**config.mk**
```make
export PLATFORM = sky130hd
export DESIGN_NAME = ff_readback
export DESIGN_NICKNAME = d
export VERILOG_FILES = /design/src/rtl/ff_readback_pkg.sv /design/src/rtl/rb_shift_reg.sv /design/src/rtl/ff_readback.sv
export SDC_FILE = /design/constraint.sdc
export NUM_CORES = 1
export LEC_CHECK = 0
export BUFFER_PORTS_ARGS = -buffer_cell sky130_fd_sc_hd__buf_2
export CAP_MARGIN = 20
export CORE_MARGIN = 8
export CORE_UTILIZATION = 45
export DETAILED_ROUTE_END_ITERATION = 7
export GPL_TIMING_DRIVEN = 1
export PLACE_DENSITY = 0.78
export SLEW_MARGIN = 20
export SYNTH_ARGS = -nofsm -noshare
export SYNTH_HDL_FRONTEND = slang
export SYNTH_HIERARCHICAL = 1
export SYNTH_SLANG_ARGS = --single-unit
```
**constraint.sdc**
```tcl
create_clock -name QCK -period 1.35 [get_ports QCK]
set_input_delay 0.135 -clock QCK [delete_from_list [all_inputs] [get_ports QCK]]
set_output_delay 0.135 -clock QCK [all_outputs]
set_load 0.02 [all_outputs]
```
**src/rtl/ff_readback_pkg.sv**
```systemverilog
// ff_readback_pkg: shared FSM state type and width limits for the FF readback engine.
package ff_readback_pkg;
  typedef enum logic [1:0] {
    IDLE  = 2'd0,
    SHIFT = 2'd1,
    DONE  = 2'd2
  } rb_state_t;
  localparam int RB_WIDTH_MAX     = 1024;
  localparam int RB_WIDTH_DEFAULT = 32;
endpackage

```
**src/rtl/rb_shift_reg.sv**
```systemverilog
// rb_shift_reg: loadable right-shift shadow register; bit 0 is the next bit to stream.
module rb_shift_reg
  import ff_readback_pkg::*;
#(
  parameter int WIDTH = RB_WIDTH_DEFAULT
) (
  input  logic             QCK,
  input  logic             QRN,
  input  logic             load,
  input  logic             shift,
  input  logic [WIDTH-1:0] d,
  output logic             q0
);
  logic [WIDTH-1:0] r_q;
  always_ff @(posedge QCK or negedge QRN)
    if (!QRN) r_q <= '0;
    else r_q <= load ? d : shift ? r_q >> 1 : r_q;
  assign q0 = r_q[0];
endmodule

```
**src/rtl/ff_readback.sv**
```systemverilog
// ff_readback: snapshots a row of FF outputs on CAP and streams it LSB-first
// over a valid/ready serial port, flagging captures dropped mid-stream.
module ff_readback #(
  parameter int WIDTH = ff_readback_pkg::RB_WIDTH_DEFAULT
) (
  (* CLOCK *) (* clkbuf_sink *)
  input  logic             QCK,
  input  logic             QRN,
  input  logic [WIDTH-1:0] QIN,
  input  logic             CAP,
  output logic             SDO,
  output logic             SVLD,
  input  logic             SRDY,
  output logic             BUSY,
  output logic             DONE,
  output logic             OVR
);
  import ff_readback_pkg::rb_state_t;
  localparam int CNT_W = WIDTH > 1 ? $clog2(WIDTH) : 1;
  localparam logic [CNT_W-1:0] LAST = CNT_W'(WIDTH - 1);
  rb_state_t r_state, w_next;
  logic [CNT_W-1:0] r_cnt;
  logic r_svld, r_busy, r_done, r_ovr;
  logic w_in_shift, w_load, w_shift, w_ovr_set;
  // A capture is honoured from IDLE or DONE; in SHIFT it is dropped and remembered in OVR.
  always_comb begin
    w_in_shift = r_state == ff_readback_pkg::SHIFT;
    w_load     = !w_in_shift && CAP;
    w_shift    = w_in_shift && SRDY;
    w_ovr_set  = w_in_shift && CAP;
    w_next     = w_load ? ff_readback_pkg::SHIFT :
                 w_in_shift ? ((w_shift && r_cnt == LAST) ? ff_readback_pkg::DONE : ff_readback_pkg::SHIFT) :
                 ff_readback_pkg::IDLE;
  end
  // Flags are registered from the next state so every output comes straight off a flop.
  always_ff @(posedge QCK or negedge QRN)
    if (!QRN) begin
      r_state <= ff_readback_pkg::IDLE;
      r_cnt   <= '0;
      r_svld  <= 1'b0;
      r_busy  <= 1'b0;
      r_done  <= 1'b0;
      r_ovr   <= 1'b0;
    end else begin
      r_state <= w_next;
      r_cnt   <= w_load ? '0 : w_shift ? r_cnt + 1'b1 : r_cnt;
      r_svld  <= w_next == ff_readback_pkg::SHIFT;
      r_busy  <= w_next != ff_readback_pkg::IDLE;
      r_done  <= w_next == ff_readback_pkg::DONE;
      r_ovr   <= w_load ? 1'b0 : r_ovr | w_ovr_set;
    end
  rb_shift_reg #(.WIDTH(WIDTH)) u_shadow (
    .QCK  (QCK),
    .QRN  (QRN),
    .load (w_load),
    .shift(w_shift),
    .d    (QIN),
    .q0   (SDO)
  );
  assign SVLD = r_svld;
  assign BUSY = r_busy;
  assign DONE = r_done;
  assign OVR  = r_ovr;
endmodule

```
==> metrics <==
gpl congestion 0.698; most frequent cells in the layout dfrtp_1, buf_2, nand2_1; CP max stage delay 0.40 ns; Yosys cell types 25; Non-Filler Instances 277; worst hold path type primary input to flip-flop; Worst-path clk slew 0.08 ns; CP Cell Sequence nor2b_4 > and2_4 > buf_12 > mux2i_2 > o21ai_1; post-route core utilization 0.573; number of buffers created by CTS 5; Crit path max-delay family flip-flops; area of the die 6750 µm²; flop2flop setup slack 0.03 ns; vias in the first global route 1510; mapped cell area 1970 µm²; Synth warnings 6; core area 4290 µm²; crit path kind flip-flop to flip-flop; sequential fraction of the synthesis area 0.533; number of port buffers 40; GRT Total Usage 0.127; CP max-delay cell dfrtp_1; top cell type by total area after synthesis dfrtp_1; io pins 41; Die Y 82.2 µm; DR vias 1373; depth of the CTS H-tree 2; first-pass detailed-route iteration total 6; CTS sink count 42; first-pass GRT wire length 6.63 mm; Setup Viol. Count Final 0; CTS tree yes; largest net degree at the start of global routing 43; post-layout min period 1.32 ns; WP buf/inv 1; CP Data Arrival Time 1.51 ns; CTS max path bufs 2; DR WL/cell 14.0 µm; clock latency on the worst-skew pair 0.29 ns; leak pwr 0.00121 µW; most common cell after layout, fill and taps aside dfrtp_1; peak supply drop 0.662 mV; initial antenna violation count 0; # diodes 0; Die Width 82.2 µm; Req. time, crit path 1.53 ns; Setup crit start kind flip-flop; Area Growth Syn to Fin 24.8%; status completed; Critical Path End Type flip-flop; Post-Syn Instances 175; P per Cell Area 1540 nW/µm²; Placed Cells incl. Taps 263; fin. max-slew vios 0; Iter 0 DRT Violations 60; Mean Syn Cell Area 11.3 µm²; final worst-path cycle share 0.979; maxcap violations 0; Final #Nets 262; routed vias/inst 4.96; Clock Root Buffer clkbuf_8; clock skew 0.00821 ns; Seq cells post-synth 42; Critical Path Fanout Max 15; final WL 3.89 mm; post-detail-place hpwl 2.63 mm; largest cells by area after synthesis dfrtp_1, mux2i_1, o21ai_1; RSZ-0062 raised after global routing yes; fraction of layout cells with a size suffix above 1 0.333; slew at the pin closest to its max-slew limit 0.249 ns; post-synth top area share 0.533; Remaining DRCs 0; Fmax achieved 757 MHz; global route overflow 0; initial core utilization 0.459; num rows 24; max_slew headroom 0.829; Final Hold Viols 0; syn_nets 213; Final ANT Viol Nets 0
[final cells by class]
type | instances | area, µm²
inverters | 1 | 3.75
clock inverters | 1 | 5.00
well taps | 52 | 65.1
clock buffers | 7 | 86.3
fillers | 384 | 1830
multi-input cells | 120 | 835
flip-flops and latches | 42 | 1050
repair buffers | 54 | 413
[final timing paths]
path / start / to / cells past startpoint
worst max register to register: r_state[1]$_DFF_PN0_ / u_shadow/r_q[3]$_DFFE_PN0P_ / 5
worst max-delay path: r_state[1]$_DFF_PN0_ / u_shadow/r_q[3]$_DFFE_PN0P_ / 5
max in group asynchronous: QRN / r_state[0]$_DFF_PN0_ / 3
min in group asynchronous: QRN / u_shadow/r_q[5]$_DFFE_PN0P_ / 3
worst min register to register: flip-flop / flip-flop / 2
worst min-delay path: QIN[20] / u_shadow/r_q[20]$_DFFE_PN0P_ / 3
[what timing repair did]
item                                    in CTS  in global routing
resized for setup                            1                  8
cloned                                       0                  1
endpoints found under the setup margin       2                 30
endpoints found under the hold margin       42                  0
buffers inserted                             1                  3
hold buffers                                 1                  0
[state kept, by name, indices dropped and copies added (netlist names), named ones only]
name          flops
u_shadow/r_q     32
DONE              1
r_cnt             5
BUSY              1
r_state           2
[per-layer routing]
metal,up-vias,wire [µm],GRT usage
met2,32,1860,0.202
met3,6,250,0.0422
met1,638,1720,0.149
met5,-,0,0
met4,0,60,0.0684
li1,697,-,-
[Yosys cell counts]
cell      number
nor2_1         4
or2_1          1
and3_2         2
inv_1          1
xor2_1         1
mux2i_1       33
and2_4         1
mux2_4         1
nand4b_1       1
nand3_1        1
nor2b_1        1
o21ai_2        3
buf_6          2
o21ai_1       27
nand2b_1       1
and3_1         2
buf_12         3
o21bai_1       1
o21ai_0        3
nor2b_4        1
dfrtp_1       42
buf_2          7
ha_1           2
nand2_1       32
a22o_1         2
[metrics by stage]
| step | setup TNS, ns | power (µW) | area (µm²) | worst slack, ns | hold WS [ns] |
|---|---|---|---|---|---|
| global placement | 0 | 2830 | 2270 | 0.0264 | 0.121 |
| CTS | 0 | 3750 | 2390 | 0.0168 | 0.0356 |
| finish | 0 | 3790 | 2460 | 0.0282 | 0.0439 |
| detailed placement | 0 | 2890 | 2270 | 0.00161 | 0.126 |
| floorplan | -3.14 | 2600 | 1970 | -0.126 | -0.161 |
| global route | -0.902 | 4070 | 2460 | -0.0629 | 0.0450 |
[worst reg2reg max path, delay by kind of cell (launching register included)]
| family | cells | cell delay, ns |
|---|---|---|
| AND/OR/NAND/NOR | 2 | 0.34 |
| flip-flops | 1 | 0.40 |
| buffers and inverters | 1 | 0.17 |
| AO/OA/AOI/OAI | 1 | 0.08 |
| multiplexers | 1 | 0.23 |
[power by group]
part | switching [µW] | leakage [µW] | internal (µW)
clock | 404 | 0.0000482 | 412
combinational | 454 | 0.000617 | 551
sequential | 273 | 0.000544 | 1690
total | 1130 | 0.00121 | 2660
[cell families after synthesis]
family	after synthesis	synth area share
adder cells (fa/ha/maj)	2	0.0127
XOR/XNOR	1	0.00445
AND/OR/NAND/NOR	47	0.110
AO/OA/AOI/OAI	36	0.102
buffers and inverters	13	0.0616
multiplexers	34	0.175
flip-flops	42	0.533
No activity file was read; power rests on OpenSTA's default activity.
